## src/rtl/div_sequencer_if.sv

```systemverilog
// Request/response bundle between the pipeline and the iterative divider.
// Latency: none, plain wires.
// Backpressure: in_valid/in_ready on the request side and out_valid/out_ready on the result side.
//
// Signals:
//   in_valid/in_ready  request handshake (master -> slave / slave -> master)
//   in1, in2, funct3   dividend, divisor, op select (4=DIV 5=DIVU 6=REM 7=REMU)
//   flush              synchronous abort from the pipeline
//   out_valid/out_ready result handshake (slave -> master / master -> slave)
//   out                quotient or remainder
//   busy               divider not idle
interface div_sequencer_if #(
    parameter int WIDTH = 32
);
    logic             in_valid;
    logic             in_ready;
    logic [WIDTH-1:0] in1;
    logic [WIDTH-1:0] in2;
    logic [2:0]       funct3;
    logic             flush;
    logic             out_valid;
    logic             out_ready;
    logic [WIDTH-1:0] out;
    logic             busy;

    // Pipeline side: issues requests, consumes results.
    modport master (
        output in_valid, in1, in2, funct3, flush, out_ready,
        input  in_ready, out_valid, out, busy
    );

    // Divider side.
    modport slave (
        input  in_valid, in1, in2, funct3, flush, out_ready,
        output in_ready, out_valid, out, busy
    );
endinterface

```

## src/rtl/div_sequencer.sv

```systemverilog
// Iterative restoring divider for the RV32M DIV/DIVU/REM/REMU group.
// Latency: WIDTH+2 edges from accept (accept edge counted); div-by-zero/overflow/illegal in 1 edge when EARLY_OUT=1.
// Backpressure: in_ready only in IDLE without flush; result held in DONE until out_ready.
//
// Ports:
//   i_clk    clock, all state on posedge
//   i_rst    asynchronous reset, active low
//   io_bus   div_sequencer_if.slave: request/result handshakes, flush, busy
module div_sequencer #(
    parameter int WIDTH     = 32,
    parameter bit EARLY_OUT = 1'b1
) (
    input  logic            i_clk,
    input  logic            i_rst,
    div_sequencer_if.slave  io_bus
);

    localparam int CW = (WIDTH > 1) ? $clog2(WIDTH) : 1;
    localparam logic [CW-1:0]    CNT_INIT = CW'(WIDTH - 1);
    localparam logic [WIDTH-1:0] MIN_VAL  = {1'b1, {(WIDTH-1){1'b0}}};

    typedef enum logic [1:0] {
        S_IDLE  = 2'd0,
        S_CALC  = 2'd1,
        S_FIXUP = 2'd2,
        S_DONE  = 2'd3
    } state_t;

    // ------------------------------------------------------------------
    // State and datapath registers
    // ------------------------------------------------------------------
    state_t           r_state;
    logic [CW-1:0]    r_cnt;
    logic [WIDTH-1:0] r_rem;        // partial remainder
    logic [WIDTH-1:0] r_quo;        // dividend shifts out the top, quotient bits shift in at the bottom
    logic [WIDTH-1:0] r_div;        // divisor magnitude
    logic             r_is_rem;     // 1: REM/REMU, 0: DIV/DIVU
    logic             r_neg_q;
    logic             r_neg_r;
    logic             r_spec;       // special case: result fixed at accept
    logic [WIDTH-1:0] r_spec_val;
    logic [WIDTH-1:0] r_out;
    logic             r_out_valid;
    logic             r_busy;

    // ------------------------------------------------------------------
    // Request decode (only meaningful on the accept edge)
    // ------------------------------------------------------------------
    logic             w_in_ready;
    logic             w_accept;
    logic             w_signed;
    logic             w_is_rem;
    logic             w_legal;
    logic             w_in1_neg;
    logic             w_in2_neg;
    logic [WIDTH-1:0] w_abs1;
    logic [WIDTH-1:0] w_abs2;
    logic             w_div0;
    logic             w_ovf;
    logic             w_spec;
    logic [WIDTH-1:0] w_spec_val;

    // Gating with the reset keeps in_ready low while the block is held in reset.
    assign w_in_ready = (r_state == S_IDLE) & ~io_bus.flush & i_rst;
    assign w_accept   = io_bus.in_valid & w_in_ready;

    // funct3[0]=0 selects the signed variants, funct3[1] selects remainder.
    assign w_signed   = ~io_bus.funct3[0];
    assign w_is_rem   = io_bus.funct3[1];
    assign w_legal    = io_bus.funct3[2];

    assign w_in1_neg  = w_signed & io_bus.in1[WIDTH-1];
    assign w_in2_neg  = w_signed & io_bus.in2[WIDTH-1];
    // |MIN| wraps to MIN, which is the correct magnitude when read unsigned.
    assign w_abs1     = w_in1_neg ? (~io_bus.in1 + 1'b1) : io_bus.in1;
    assign w_abs2     = w_in2_neg ? (~io_bus.in2 + 1'b1) : io_bus.in2;

    assign w_div0     = (io_bus.in2 == '0);
    assign w_ovf      = w_signed & (io_bus.in1 == MIN_VAL) & (io_bus.in2 == '1);
    assign w_spec     = ~w_legal | w_div0 | w_ovf;

    always_comb begin
        w_spec_val = '0;
        if (!w_legal) begin
            w_spec_val = '0;
        end else if (w_div0) begin
            w_spec_val = w_is_rem ? io_bus.in1 : '1;
        end else if (w_ovf) begin
            w_spec_val = w_is_rem ? '0 : MIN_VAL;
        end
    end

    // ------------------------------------------------------------------
    // One restoring step per CALC cycle
    // ------------------------------------------------------------------
    logic [WIDTH:0]   w_rem_t;
    logic             w_ge;
    logic [WIDTH-1:0] w_sub;

    assign w_rem_t = {r_rem, r_quo[WIDTH-1]};
    assign w_ge    = (w_rem_t >= {1'b0, r_div});
    // When w_ge holds the true difference is below 2^WIDTH, so the low
    // WIDTH bits of the subtraction are exact.
    assign w_sub   = w_rem_t[WIDTH-1:0] - r_div;

    // ------------------------------------------------------------------
    // Sign fixup. A special case that ran the full sequence (EARLY_OUT=0)
    // still reports the architectural value captured at accept, since the
    // raw restoring result for a zero divisor is not sign-correct.
    // ------------------------------------------------------------------
    logic [WIDTH-1:0] w_fix;

    always_comb begin
        w_fix = '0;
        if (r_spec) begin
            w_fix = r_spec_val;
        end else if (r_is_rem) begin
            w_fix = r_neg_r ? (~r_rem + 1'b1) : r_rem;
        end else begin
            w_fix = r_neg_q ? (~r_quo + 1'b1) : r_quo;
        end
    end

    // ------------------------------------------------------------------
    // Sequencer
    // ------------------------------------------------------------------
    always_ff @(posedge i_clk or negedge i_rst) begin
        if (!i_rst) begin
            r_state     <= S_IDLE;
            r_cnt       <= '0;
            r_rem       <= '0;
            r_quo       <= '0;
            r_div       <= '0;
            r_is_rem    <= 1'b0;
            r_neg_q     <= 1'b0;
            r_neg_r     <= 1'b0;
            r_spec      <= 1'b0;
            r_spec_val  <= '0;
            r_out       <= '0;
            r_out_valid <= 1'b0;
            r_busy      <= 1'b0;
        end else if (io_bus.flush) begin
            // Abort from any state. A result popped in the same cycle was
            // already taken by the consumer; only the state is discarded.
            r_state     <= S_IDLE;
            r_out_valid <= 1'b0;
            r_busy      <= 1'b0;
        end else begin
            case (r_state)
                S_IDLE: begin
                    if (w_accept) begin
                        r_is_rem   <= w_is_rem;
                        r_neg_q    <= w_signed & ~w_is_rem & (io_bus.in1[WIDTH-1] ^ io_bus.in2[WIDTH-1]);
                        r_neg_r    <= w_signed &  w_is_rem &  io_bus.in1[WIDTH-1];
                        r_rem      <= '0;
                        r_quo      <= w_abs1;
                        r_div      <= w_abs2;
                        r_spec     <= w_spec;
                        r_spec_val <= w_spec_val;
                        r_cnt      <= CNT_INIT;
                        r_busy     <= 1'b1;
                        if (EARLY_OUT && w_spec) begin
                            r_out       <= w_spec_val;
                            r_out_valid <= 1'b1;
                            r_state     <= S_DONE;
                        end else begin
                            r_state     <= S_CALC;
                        end
                    end
                end

                S_CALC: begin
                    r_rem <= w_ge ? w_sub : w_rem_t[WIDTH-1:0];
                    r_quo <= {r_quo[WIDTH-2:0], w_ge};
                    if (r_cnt == '0) begin
                        r_state <= S_FIXUP;
                    end else begin
                        r_cnt <= r_cnt - CW'(1);
                    end
                end

                S_FIXUP: begin
                    r_out       <= w_fix;
                    r_out_valid <= 1'b1;
                    r_state     <= S_DONE;
                end

                S_DONE: begin
                    // out is left untouched after the pop.
                    if (io_bus.out_ready) begin
                        r_out_valid <= 1'b0;
                        r_busy      <= 1'b0;
                        r_state     <= S_IDLE;
                    end
                end

                default: begin
                    r_state     <= S_IDLE;
                    r_out_valid <= 1'b0;
                    r_busy      <= 1'b0;
                end
            endcase
        end
    end

    assign io_bus.in_ready  = w_in_ready;
    assign io_bus.out_valid = r_out_valid;
    assign io_bus.out       = r_out;
    assign io_bus.busy      = r_busy;

endmodule
```

## src/flat_wrapper.sv

```systemverilog
// flat-port wrapper written by rule: the top's interface ports become plain ports
module div_sequencer_flat 
#(
    parameter int WIDTH     = 32,
    parameter bit EARLY_OUT = 1'b1
)
  (i_clk, i_rst, io_bus_in_valid, io_bus_in1, io_bus_in2, io_bus_funct3, io_bus_flush, io_bus_out_ready, io_bus_in_ready, io_bus_out_valid, io_bus_out, io_bus_busy);
  div_sequencer_if #(.WIDTH(WIDTH)) io_bus_i ();
  input  logic i_clk;
  input  logic i_rst;
  input wire logic [$bits(io_bus_i.in_valid)-1:0] io_bus_in_valid;
  input wire logic [$bits(io_bus_i.in1)-1:0] io_bus_in1;
  input wire logic [$bits(io_bus_i.in2)-1:0] io_bus_in2;
  input wire logic [$bits(io_bus_i.funct3)-1:0] io_bus_funct3;
  input wire logic [$bits(io_bus_i.flush)-1:0] io_bus_flush;
  input wire logic [$bits(io_bus_i.out_ready)-1:0] io_bus_out_ready;
  output wire logic [$bits(io_bus_i.in_ready)-1:0] io_bus_in_ready;
  output wire logic [$bits(io_bus_i.out_valid)-1:0] io_bus_out_valid;
  output wire logic [$bits(io_bus_i.out)-1:0] io_bus_out;
  output wire logic [$bits(io_bus_i.busy)-1:0] io_bus_busy;
  assign io_bus_i.in_valid = io_bus_in_valid;
  assign io_bus_i.in1 = io_bus_in1;
  assign io_bus_i.in2 = io_bus_in2;
  assign io_bus_i.funct3 = io_bus_funct3;
  assign io_bus_i.flush = io_bus_flush;
  assign io_bus_i.out_ready = io_bus_out_ready;
  assign io_bus_in_ready = io_bus_i.in_ready;
  assign io_bus_out_valid = io_bus_i.out_valid;
  assign io_bus_out = io_bus_i.out;
  assign io_bus_busy = io_bus_i.busy;
  div_sequencer #(.WIDTH(WIDTH), .EARLY_OUT(EARLY_OUT)) u_core (.i_clk(i_clk), .i_rst(i_rst), .io_bus(io_bus_i));
endmodule
```

## config.mk

```make
export PLATFORM = sky130hd
export DESIGN_NAME = div_sequencer_flat
export DESIGN_NICKNAME = d
export VERILOG_FILES = /design/src/rtl/div_sequencer_if.sv /design/src/rtl/div_sequencer.sv /design/src/flat_wrapper.sv
export SDC_FILE = /design/constraint.sdc
export NUM_CORES = 1
export LEC_CHECK = 0
export CAP_MARGIN = 20
export CORE_ASPECT_RATIO = 1.75
export CORE_MARGIN = 4
export CORE_UTILIZATION = 54
export CTS_CLUSTER_SIZE = 20
export DETAILED_ROUTE_END_ITERATION = 10
export GPL_TIMING_DRIVEN = 0
export PLACE_DENSITY = 0.75
export SKIP_CTS_REPAIR_TIMING = 1
export SYNTH_ARGS = -nofsm -noshare
export SYNTH_HDL_FRONTEND = slang
export SYNTH_SLANG_ARGS = --single-unit
```

## constraint.sdc

```tcl
create_clock -name i_clk -period 3.2 [get_ports i_clk]
set_clock_uncertainty 0.2 [all_clocks]
set_input_delay 0.64 -clock i_clk [delete_from_list [all_inputs] [get_ports i_clk]]
set_output_delay 0.64 -clock i_clk [all_outputs]
set_load 0.05 [all_outputs]
```

==> flow_summary.rst, run 1 <==
.. list-table::
   :header-rows: 1

   * - Metric
     - Value
   * - Run status
     - finished, violations left
   * - Failing checks
     - setup timing
   * - Startpoint Class
     - flop
   * - Unrepaired setup endpoints after global routing
     - yes
   * - Share of synthesized registers carrying an async set or reset
     - between 90% and 100%
   * - Crit Path Category
     - reg2reg
   * - Fmax
     - 281 MHz
   * - Number of placement rows
     - 73
   * - Startpoint of the lowest-slack register-to-register path
     - u_core.r_quo[10]$_DFFE_PN0P_
   * - Depth of the worst hold-timing path
     - 2
   * - Maximum clock insertion buffer count
     - 2
   * - First-pass GRT wire length
     - 73500 um
   * - Critical Path Sink Type
     - flop
   * - Max-slew headroom at the worst pin
     - between 20% and 30%
   * - Hold path startpoint
     - u_core.r_spec_val[28]$_DFFE_PN0P_
   * - Clock period minus worst slack
     - ~3600 ps
   * - Final Total Pwr
     - roughly 12 mW
   * - Clock tree from TritonCTS
     - done
   * - Total via count in the routed design
     - around 13k
   * - H-tree levels
     - 4
   * - Final Worst Setup Slack
     - -363 ps
   * - Layout cells sized above 1
     - roughly 17%
   * - Die Area
     - 25900 sq um
   * - DIE WIDTH
     - 123 um
   * - Most common flop cell mapped by yosys
     - sky130_fd_sc_hd__dfrtp_1
   * - Worst IR Drop VDD
     - approximately 530 uV
   * - Initial antenna violation count
     - 0
   * - Most common cell after layout, fill and taps aside
     - sky130_fd_sc_hd__nand2_1
   * - Setup slack of the most critical reg-to-reg path
     - -360 ps
   * - Synth warn
     - 0
   * - Hold slack final
     - ~280 ps
   * - Final clock period utilization by the worst path
     - 111%
   * - Netlist Area Pre-Place
     - roughly 13000 sq um
   * - CTS buffer count
     - 17
   * - GRT busiest layer
     - met2
   * - Syn Nets
     - approximately 1.7k
   * - Post-placement worst setup slack
     - -1400 ps
   * - Global Route met2 Usage
     - 62.5%
   * - GR Util All Layers
     - between 30% and 40%
   * - Inst Count DP
     - 1978
   * - Pwr/cell area
     - 729 nW/um^2
   * - Required time reported for the critical path endpoint
     - 3390 ps
   * - Final Cell Area
     - 16400 sq um
   * - Critical path arrival
     - approximately 3800 ps
   * - Commonest cells after routing, fill and taps aside
     - sky130_fd_sc_hd__nand2_1 (175), sky130_fd_sc_hd__o21ai_0 (158), sky130_fd_sc_hd__dfrtp_1 (157), sky130_fd_sc_hd__nor2_1 (144), sky130_fd_sc_hd__a21oi_1 (137)
   * - Seq cells post-synth
     - 173
   * - Port-buffer cells
     - ~110
   * - Instance count of the mapped netlist
     - 1572
   * - Count of distinct cell types in the synthesized netlist
     - 73
   * - Worst skew pair latency
     - 470 ps
   * - Via count of the first global-routing pass
     - between 10k and 15k
   * - Class of the tightest hold or removal check
     - reg2reg
   * - CORE AREA
     - between 20000 and 25000 sq um
   * - Total of fill cells in the finished design
     - 1839
   * - Starting Density
     - between 50% and 60%
   * - EDFF count, synth
     - 0
   * - Average size of a mapped cell
     - about 8 sq um
   * - Routed wirelength normalized by instance count
     - around 25 um
   * - LEAKAGE
     - 7.12 nW
   * - Capture instance of the worst register-to-register path
     - u_core.io_bus.out[31]$_DFFE_PN0P_
   * - Count of max-cap constraint violations
     - 0
   * - Antenna diode instance count
     - 0
   * - Post-CTS clock slew at the launch and capture registers of the worst setup and hold paths
     - roughly 70 ps
   * - Number of nets in the finished design
     - about 1.9k
   * - Clk sink count
     - 173
   * - Met3 track demand over resource in global routing
     - ~6.5%
   * - Grt total ovfl
     - 0
   * - Number of routed nets with antenna violations
     - 0
   * - Number of endpoints with negative hold slack in the final report
     - 0
   * - Final Max Tran Viols
     - 0
   * - Aggregate routed wire length
     - 52300 um
   * - GR Layer Usage met1
     - slightly below 40%
   * - End point of the worst hold path
     - u_core.r_spec_val[28]$_DFFE_PN0P_
   * - Transition time at the pin with the least slew margin
     - approximately 1100 ps
   * - Layout overhead on the synthesized area
     - 31.0%
   * - Largest net degree at the start of global routing
     - 98
   * - Total negative setup slack
     - -2630 ps
   * - Die height
     - between 200 and 250 um
   * - Post-detailed-placement half-perimeter wirelength
     - approximately 38000 um
   * - Global placement routability congestion
     - 1.02
   * - Per-cell via count in the routed design
     - about 6.5
   * - Area after detailed placement
     - 14100 sq um
   * - Ports
     - approximately 110
   * - Remaining DRCs
     - 0
   * - Number of cell instances on the worst register-to-register path
     - 10
   * - Clock tree root buffer cell
     - sky130_fd_sc_hd__clkbuf_16
   * - Final Instance Count excl. Fillers
     - approximately 2.1k
   * - Number of DRC violations after detailed-routing iteration 0
     - 1280
   * - Share of the yosys chip area belonging to registers
     - about a third
   * - Worst Path Max Fanout
     - 6
   * - Detailed Routing Iterations Pass 1
     - 6
   * - Setup violators final
     - 17
   * - Utilization of the core after routing
     - between 70% and 80%
[worst max-delay path: stages (launching register included)]
cell	delay, ps
sky130_fd_sc_hd__dfrtp_2	450
sky130_fd_sc_hd__or4_4	550
sky130_fd_sc_hd__or4b_4	500
sky130_fd_sc_hd__buf_6	140
sky130_fd_sc_hd__or4_4	510
sky130_fd_sc_hd__o31ai_4	230
sky130_fd_sc_hd__xnor2_1	120
sky130_fd_sc_hd__mux2i_2	260
sky130_fd_sc_hd__mux2i_1	120
sky130_fd_sc_hd__mux2_2	290
sky130_fd_sc_hd__a21oi_2	130
[Yosys cell counts, types with 9 or more instances]
master,instances,area (sq um)
sky130_fd_sc_hd__xnor2_1,63,552
sky130_fd_sc_hd__clkbuf_1,83,312
sky130_fd_sc_hd__o41ai_1,14,123
sky130_fd_sc_hd__or3_1,21,131
sky130_fd_sc_hd__nand2_1,178,668
sky130_fd_sc_hd__xor2_1,78,683
sky130_fd_sc_hd__nand4_1,12,75.1
sky130_fd_sc_hd__inv_1,61,229
sky130_fd_sc_hd__a31oi_1,11,68.8
sky130_fd_sc_hd__nand3_1,42,210
sky130_fd_sc_hd__nor4_1,14,87.6
sky130_fd_sc_hd__nor2b_1,9,56.3
sky130_fd_sc_hd__o21a_1,10,75.1
sky130_fd_sc_hd__or4_1,15,113
sky130_fd_sc_hd__nor3_1,24,120
sky130_fd_sc_hd__a21o_1,17,128
sky130_fd_sc_hd__nor2_1,147,552
sky130_fd_sc_hd__o31ai_1,53,398
sky130_fd_sc_hd__mux2i_1,34,340
sky130_fd_sc_hd__a211oi_1,18,135
sky130_fd_sc_hd__o21ai_0,184,921
sky130_fd_sc_hd__a21oi_1,142,711
sky130_fd_sc_hd__dfrtp_1,173,4330
sky130_fd_sc_hd__ha_1,43,538
[state kept, by name (all words and copies together), names as in the netlist, 2 cells and up]
register           cells
u_core.io_bus.out     32
u_core.r_cnt           5
u_core.r_div          32
u_core.r_quo          32
u_core.r_rem          32
u_core.r_spec_val     32
u_core.r_state         2
[cell families (layout without fill, tap and decap cells)]
group                      after synthesis  count (layout)  share of synthesized area (%)
DFF                                    173             173                           34.5
AOI/OAI and AO/OA                      510             510                           24.6
muxes                                   38              38                           3.07
adders and majority gates               44              44                           4.44
buffers and inverters                  159             355                           4.86
xor gates and xnor gates               141             141                           9.83
and+or+nand+nor                        507             507                           18.8
[how the worst max path moves through the flow]
stage / start / endpoint
global placement: i_rst / u_core.r_cnt[4]$_DFFE_PN0P_
detailed placement: io_bus_in1[15] / u_core.io_bus.out[11]$_DFFE_PN0P_
floorplan: io_bus_in1[17] / u_core.io_bus.out[24]$_DFFE_PN0P_
finish: u_core.r_quo[10]$_DFFE_PN0P_ / u_core.io_bus.out[31]$_DFFE_PN0P_
global route: u_core.r_quo[12]$_DFFE_PN0P_ / u_core.io_bus.out[31]$_DFFE_PN0P_
CTS: io_bus_in1[15] / u_core.io_bus.out[2]$_DFFE_PN0P_
[metal layers]
layer | routed length [um] | vias up
met4 | 6860 | 0
met2 | 25200 | 732
met5 | 0 | -
met1 | 16900 | 6456
met3 | 3320 | 277
li1 | - | 5983
[layout make-up]
class | instances | area (sq um) | share of cell area [%]
Buffer | 92 | 483 | 2.94
Sequential cell | 173 | 4350 | 26.4
Timing Repair Buffer | 171 | 1790 | 10.9
Tap cell | 300 | 375 | 2.28
Multi-Input combinational cell | 1240 | 8650 | 52.6
Inverter | 62 | 235 | 1.43
Clock inverter | 10 | 106 | 0.647
Clock buffer | 20 | 457 | 2.78
[where the power goes]
group,internal (mW),switching (mW),leakage (nW)
Sequential,2.82,0.653,2.20
Clock,1.12,0.975,0.276
Combinational,2.20,4.22,4.65
(Power assumes the default switching activity.)
==> run 2: changes to the inputs <==
--- a/config.mk
+++ b/config.mk
@@ -7,7 +7,6 @@
 export LEC_CHECK = 0
 export CAP_MARGIN = 20
 export CORE_ASPECT_RATIO = 1.75
-export CORE_MARGIN = 4
 export CORE_UTILIZATION = 54
 export CTS_CLUSTER_SIZE = 20
 export DETAILED_ROUTE_END_ITERATION = 10
==> flow_summary.rst, run 2 (same netlist as run 1, synthesis figures left out) <==
.. list-table::
   :header-rows: 1

   * - Metric
     - Value
   * - Run status
     - finished, violations left
   * - Failing checks
     - setup timing
   * - Number of DRC violations after detailed-routing iteration 0
     - 1282 (+0.16%)
   * - Initial antenna violation count
     - 4 (+4)
   * - Most common cell after layout, fill and taps aside
     - sky130_fd_sc_hd__nand2_1
   * - Critical path's slowest cell
     - sky130_fd_sc_hd__nor3_1
   * - Number of nets in the finished design
     - 1858 (-0.80%)
   * - Bufs and invs on worst path
     - 1 (unchanged)
   * - Detailed Routing Iterations Pass 1
     - 7 (+1)
   * - LEAKAGE
     - 7.01 nW (-1.6%)
   * - Switching power
     - 5.94 mW (+1.6%)
   * - Global placement routability congestion
     - 1.05 (+3.3%)
   * - Count of max-cap constraint violations
     - 0 (unchanged)
   * - Class of the tightest hold or removal check
     - reg2reg
   * - Post-CTS clock slew at the launch and capture registers of the worst setup and hold paths
     - 70 ps (about the same)
   * - Via count of the first global-routing pass
     - 12.8k (+0.89%)
   * - Maximum clock insertion buffer count
     - 2 (unchanged)
   * - Part of the power in the clock network
     - 17.4% (about the same)
   * - Final Instance Count excl. Fillers
     - 2057 (-0.53%)
   * - Utilization of the core after routing
     - 71.3% (-0.70 points)
   * - Critical path arrival
     - 3950 ps (+190 ps)
   * - Startpoint Class
     - flop
   * - Worst IR Drop VDD
     - 491 uV (-7.8%)
   * - Total via count in the routed design
     - 13.5k (+0.61%)
   * - Startpoint of the lowest-slack register-to-register path
     - u_core.r_rem[3]$_DFFE_PN0P_
   * - CTS buffer count
     - 17 (unchanged)
   * - Worst Path Max Fanout
     - 7 (+1)
   * - Critical Path Sink Type
     - flop
   * - Hold path startpoint
     - u_core.r_div[24]$_DFFE_PN0P_
   * - Number of routed nets with antenna violations
     - 0 (unchanged)
   * - DIE WIDTH
     - 117 um (-4.9%)
   * - Maximum cell stage delay along the critical path
     - 710 ps (+160 ps)
   * - Clk sink count
     - 173 (unchanged)
   * - GR Util All Layers
     - 43.4% (+5.0 points)
   * - Die Area
     - 23900 sq um (-7.6%)
   * - Transition time at the pin with the least slew margin
     - 944 ps (-106 ps)
   * - Ports
     - 107 (unchanged)
   * - Grt total ovfl
     - 0 (unchanged)
   * - Aggregate routed wire length
     - 52500 um (+0.39%)
   * - Layout overhead on the synthesized area
     - 29.2%
   * - Max-slew headroom at the worst pin
     - 37.1% (+7.5 points)
   * - Relative contribution of sequential cells to total power
     - 28.8% (-0.2 points)
   * - Layout cells sized above 1
     - 16.3% (-0.84 points)
   * - Clock tree root buffer cell
     - sky130_fd_sc_hd__clkbuf_16
   * - Number of placement rows
     - 73 (unchanged)
   * - Clock tree from TritonCTS
     - done
   * - Inst Count DP
     - 1978 (unchanged)
   * - Timing startpoint of the critical path
     - u_core.r_rem[3]$_DFFE_PN0P_
   * - Switching Share
     - 49.7% (+0.94 points)
   * - Worst skew pair latency
     - 480 ps (about the same)
   * - CORE AREA
     - 22700 sq um (-0.40%)
   * - Port-buffer cells
     - 105 (unchanged)
   * - Final Max Tran Viols
     - 0 (unchanged)
   * - Power Internal
     - 6.02 mW (-2.1%)
   * - Required time reported for the critical path endpoint
     - 3410 ps (+20 ps)
   * - Pwr/cell area
     - 737 nW/um^2 (+1.1%)
   * - Crit Path Category
     - reg2reg
   * - Hold slack final
     - 284 ps (+0.517 ps)
   * - Final Total Pwr
     - 12.0 mW (-0.27%)
   * - H-tree levels
     - 4 (unchanged)
   * - Die height
     - 204 um (-2.9%)
   * - Fmax
     - 267 MHz (-4.8%)
   * - Per-cell via count in the routed design
     - 6.58 (+1.1%)
   * - Relative contribution of combinational cells to total power
     - 53.8% (+0.2 points)
   * - Total negative setup slack
     - -5090 ps (-2460 ps)
   * - Clock period minus worst slack
     - 3740 ps (+179 ps)
   * - First-pass GRT wire length
     - 74400 um (+1.2%)
   * - Largest net degree at the start of global routing
     - 97 (-1.0%)
   * - Remaining DRCs
     - 0 (unchanged)
   * - Final clock period utilization by the worst path
     - 117% (+5.6 points)
   * - Starting Density
     - 55.2% (+0.22 points)
   * - Cell chain of the critical path
     - clkbuf_2 -> or4_1 -> nor3_1 -> nand4b_1 -> o31ai_1 -> xor2_1 -> mux2i_2 -> mux2i_1 -> mux2_4 -> a21oi_2
   * - Gate family responsible for the most delay along the worst path
     - simple AND/OR/NAND/NOR gates
   * - Final Worst Setup Slack
     - -542 ps (-179 ps)
   * - Commonest cells after routing, fill and taps aside
     - sky130_fd_sc_hd__nand2_1 (176), sky130_fd_sc_hd__o21ai_0 (164), sky130_fd_sc_hd__dfrtp_1 (159), sky130_fd_sc_hd__nor2_1 (142), sky130_fd_sc_hd__a21oi_1 (133)
   * - Unrepaired setup endpoints after global routing
     - yes
   * - Post-detailed-placement half-perimeter wirelength
     - 37700 um (-0.32%)
   * - Routed wirelength normalized by instance count
     - 25.5 um (+0.93%)
   * - Number of endpoints with negative hold slack in the final report
     - 0 (unchanged)
   * - Setup violators final
     - 50 (+33)
-- run 2: cell type report --
class                           instances  area [sq um]
Antenna cell                            2          5.00
Buffer                                 93           475
Clock buffer                           19           443
Clock inverter                         13           126
Fill cell                            1802          6520
Inverter                               62           238
Multi-Input combinational cell       1241          8630
Sequential cell                       173          4350
Tap cell                              300           375
Timing Repair Buffer                  154          1590
-- run 2: metal layers --
| metal | share of wire (%) | vias up | wire length [um] | track usage (%) |
|---|---|---|---|---|
| li1 | - | 5958 | - | - |
| met1 | 32 | 6510 | 17000 | 42.8 |
| met2 | 49 | 765 | 25500 | 72.5 |
| met3 | 7.3 | 293 | 3840 | 9.93 |
| met4 | 12 | 4 | 6160 | 42.1 |
| met5 | 0.055 | - | 29 | 0 |
-- run 2: worst register-to-register path: cells and delay by family, from the launching register on --
kind                   cells  cell delay, ps
AO/OA/AOI/OAI              2             490
XOR/XNOR                   1             120
buffers and inverters      1             190
flip-flops                 1             420
multiplexers               3             650
AND/OR/NAND/NOR            3            1610
-- run 2: path summary, 6_finish.rpt --
check	end	slack [ps]	cells past startpoint
worst max-delay path	u_core.io_bus.out[31]$_DFFE_PN0P_	-540	10
worst min-delay path	u_core.r_div[24]$_DFFE_PN0P_	280	2
worst max register to register	u_core.io_bus.out[31]$_DFFE_PN0P_	-540	10
worst min register to register	u_core.r_div[24]$_DFFE_PN0P_	280	2
max in group asynchronous	u_core.r_rem[4]$_DFFE_PN0P_	1750	3
min in group asynchronous	u_core.io_bus.out[3]$_DFFE_PN0P_	570	3
-- run 2: power groups by stage --
stage / Clock (mW) / Sequential, mW / Combinational [mW]
after floorplan: 0 / 3.97 / 2.84
after global placement: 0 / 3.39 / 5.45
after detailed placement: 0 / 3.41 / 5.52
after CTS: 2.07 / 3.37 / 5.55
after global routing: 2.16 / 3.51 / 6.80
final: 2.08 / 3.45 / 6.43
-- run 2: stage by stage --
| stage | setup slack (ps) | cell area [sq um] |
|---|---|---|
| after global placement | -7550 | 14100 |
| after detailed placement | -1330 | 14100 |
| after CTS | -990 | 14700 |
| final | -542 | 16200 |
| after floorplan | -24.1 | 12600 |
| after global routing | -565 | 16200 |
==> run 3: changes to the inputs <==
--- a/config.mk
+++ b/config.mk
@@ -10,9 +10,11 @@
 export CORE_UTILIZATION = 54
 export CTS_CLUSTER_SIZE = 20
 export DETAILED_ROUTE_END_ITERATION = 10
+export GPL_ROUTABILITY_DRIVEN = 0
 export GPL_TIMING_DRIVEN = 0
 export PLACE_DENSITY = 0.75
 export SKIP_CTS_REPAIR_TIMING = 1
+export SKIP_LAST_GASP = 1
 export SYNTH_ARGS = -nofsm -noshare
 export SYNTH_HDL_FRONTEND = slang
 export SYNTH_SLANG_ARGS = --single-unit
==> flow_summary.rst, run 3 (same netlist as run 1, synthesis figures left out) <==
.. list-table::
   :header-rows: 1

   * - Metric
     - Value
   * - Number of DRC violations after detailed-routing iteration 0
     - 1858 (+45%)
   * - Most common cell after layout, fill and taps aside
     - sky130_fd_sc_hd__nand2_1
   * - First-pass GRT wire length
     - 74800 um (+0.58%)
   * - Die height
     - 204 um (unchanged)
   * - Largest net degree at the start of global routing
     - 104 (+7.2%)
   * - Final Instance Count excl. Fillers
     - 2059 (+0.097%)
   * - Clock tree root buffer cell
     - sky130_fd_sc_hd__clkbuf_16
   * - Final Worst Setup Slack
     - -632 ps (-90.0 ps)
   * - Initial antenna violation count
     - 6 (+2)
   * - Critical Path Sink Type
     - flop
   * - Power Internal
     - 6.11 mW (+1.6%)
   * - Maximum clock insertion buffer count
     - 2 (unchanged)
   * - Port-buffer cells
     - 105 (unchanged)
   * - Transition time at the pin with the least slew margin
     - 1270 ps (+322 ps)
   * - Post-CTS clock slew at the launch and capture registers of the worst setup and hold paths
     - 70 ps (about the same)
   * - Count of max-cap constraint violations
     - 0 (unchanged)
   * - Number of nets in the finished design
     - 1858 (unchanged)
   * - DIE WIDTH
     - 117 um (unchanged)
   * - Fmax
     - 261 MHz (-2.3%)
   * - Pwr/cell area
     - 763 nW/um^2 (+3.5%)
   * - CTS buffer count
     - 17 (unchanged)
   * - Part of the power in the clock network
     - 17.9% (+0.5 points)
   * - Remaining DRCs
     - 0 (unchanged)
   * - Inst Count DP
     - 1979 (+0.051%)
   * - Die Area
     - 23900 sq um (unchanged)
   * - Required time reported for the critical path endpoint
     - 3360 ps (-50 ps)
   * - Ports
     - 107 (unchanged)
   * - Failing checks
     - setup timing
   * - Worst skew pair latency
     - 480 ps (about the same)
   * - Setup slack of the most critical reg-to-reg path
     - -630 ps (-90 ps)
   * - Clock tree from TritonCTS
     - done
   * - Switching power
     - 6.15 mW (+3.6%)
   * - Number of routed nets with antenna violations
     - 0 (unchanged)
   * - GR Util All Layers
     - 43.7% (+0.27 points)
   * - Worst Path Max Fanout
     - 6 (-1)
   * - Class of the tightest hold or removal check
     - reg2reg
   * - Relative contribution of sequential cells to total power
     - 28.6% (-0.2 points)
   * - Aggregate routed wire length
     - 52400 um (-0.16%)
   * - Per-cell via count in the routed design
     - 6.66 (+1.3%)
   * - Run status
     - finished, violations left
   * - Grt total ovfl
     - 0 (unchanged)
   * - Setup violators final
     - 48 (-4.0%)
   * - CORE AREA
     - 22700 sq um (unchanged)
   * - Layout overhead on the synthesized area
     - 27.9%
   * - Hold slack final
     - 281 ps (-2.65 ps)
   * - Via count of the first global-routing pass
     - 12.9k (+0.51%)
   * - Max-slew headroom at the worst pin
     - 14.7% (-22 points)
   * - Total via count in the routed design
     - 13.7k (+1.4%)
   * - Startpoint Class
     - flop
   * - Clk sink count
     - 173 (unchanged)
   * - LEAKAGE
     - 6.96 nW (-0.71%)
   * - Relative contribution of combinational cells to total power
     - 53.5% (-0.3 points)
   * - H-tree levels
     - 4 (unchanged)
   * - Starting Density
     - 55.2% (unchanged)
   * - Final clock period utilization by the worst path
     - 120% (+2.8 points)
   * - Number of placement rows
     - 73 (unchanged)
   * - Layout cells sized above 1
     - 13.4% (-2.8 points)
   * - Routed wirelength normalized by instance count
     - 25.5 um (-0.26%)
   * - Post-detailed-placement half-perimeter wirelength
     - 35800 um (-5.0%)
   * - Commonest cells after routing, fill and taps aside
     - sky130_fd_sc_hd__nand2_1 (176), sky130_fd_sc_hd__o21ai_0 (170), sky130_fd_sc_hd__dfrtp_1 (169), sky130_fd_sc_hd__nor2_1 (145), sky130_fd_sc_hd__a21oi_1 (135)
   * - Crit Path Category
     - reg2reg
   * - Number of endpoints with negative hold slack in the final report
     - 0 (unchanged)
   * - Clock period minus worst slack
     - 3830 ps (+90.0 ps)
   * - Switching Share
     - 50.2% (+0.49 points)
   * - Worst IR Drop VDD
     - 517 uV (+5.2%)
   * - Critical path arrival
     - 3990 ps (+40 ps)
   * - Detailed Routing Iterations Pass 1
     - 8 (+1)
   * - Final Max Tran Viols
     - 0 (unchanged)
   * - Unrepaired setup endpoints after global routing
     - yes
run 3: cell type report:
cell class / instances / area (sq um)
multi-input combinational: 1240 / 8470
fill: 1731 / 6670
sequential: 173 / 4330
timing repair buffer: 154 / 1590
buffer: 94 / 449
clock buffer: 17 / 425
tap: 300 / 375
inverter: 62 / 240
clock inverter: 15 / 173
antenna: 4 / 10.0
run 3: power by group through the flow:
stage | Combinational [mW] | Clock [mW] | Sequential (mW)
detailed placement | 5.45 | 0 | 3.42
global route | 6.92 | 2.27 | 3.56
global placement | 5.36 | 0 | 3.41
CTS | 5.50 | 2.17 | 3.38
floorplan | 2.84 | 0 | 3.97
finish | 6.56 | 2.20 | 3.51
run 3: path summary, 6_finish.rpt:
check | startpoint | depth (start not counted) | endpoint
setup / recovery | u_core.r_quo[12]$_DFFE_PN0P_ | 12 | u_core.io_bus.out[28]$_DFFE_PN0P_
hold / removal | u_core.r_div[22]$_DFFE_PN0P_ | 2 | u_core.r_div[22]$_DFFE_PN0P_
setup reg to reg | u_core.r_quo[12]$_DFFE_PN0P_ | 12 | u_core.io_bus.out[28]$_DFFE_PN0P_
hold reg to reg | u_core.r_div[22]$_DFFE_PN0P_ | 2 | u_core.r_div[22]$_DFFE_PN0P_
max in group asynchronous | i_rst | 3 | u_core.r_quo[10]$_DFFE_PN0P_
min in group asynchronous | i_rst | 3 | u_core.r_spec_val[24]$_DFFE_PN0P_
run 3: layer usage:
metal	share of wire, %	up-vias	track usage, %
li1	-	5959	-
met1	31	6504	43.6
met2	45	884	66.7
met3	10	365	15.9
met4	13	4	45.7
met5	0.050	-	0
run 3: critical path: stages (launching register included):
cell,delay [ps]
sky130_fd_sc_hd__dfrtp_1,420
sky130_fd_sc_hd__or4_4,560
sky130_fd_sc_hd__or4b_4,500
sky130_fd_sc_hd__buf_6,150
sky130_fd_sc_hd__buf_4,140
sky130_fd_sc_hd__buf_6,110
sky130_fd_sc_hd__or4b_4,580
sky130_fd_sc_hd__o21ai_4,230
sky130_fd_sc_hd__xnor2_2,130
sky130_fd_sc_hd__mux2i_1,230
sky130_fd_sc_hd__o21ai_1,130
sky130_fd_sc_hd__a2bb2oi_2,240
sky130_fd_sc_hd__a21oi_1,90
run 3: per-stage QoR:
stage | area [sq um] | power (mW) | utilization, % | worst slack, ps | setup TNS (ps)
floorplan | 12600 | 6.81 | - | -24.1 | -37.3
global placement | 14100 | 8.77 | 61.9 | -7500 | -2197090
detailed placement | 14100 | 8.87 | 62.0 | -1390 | -123820
CTS | 14700 | 11.0 | 64.7 | -1020 | -82700
global route | 16100 | 12.7 | 70.6 | -622 | -14440
finish | 16100 | 12.3 | 70.7 | -632 | -8980
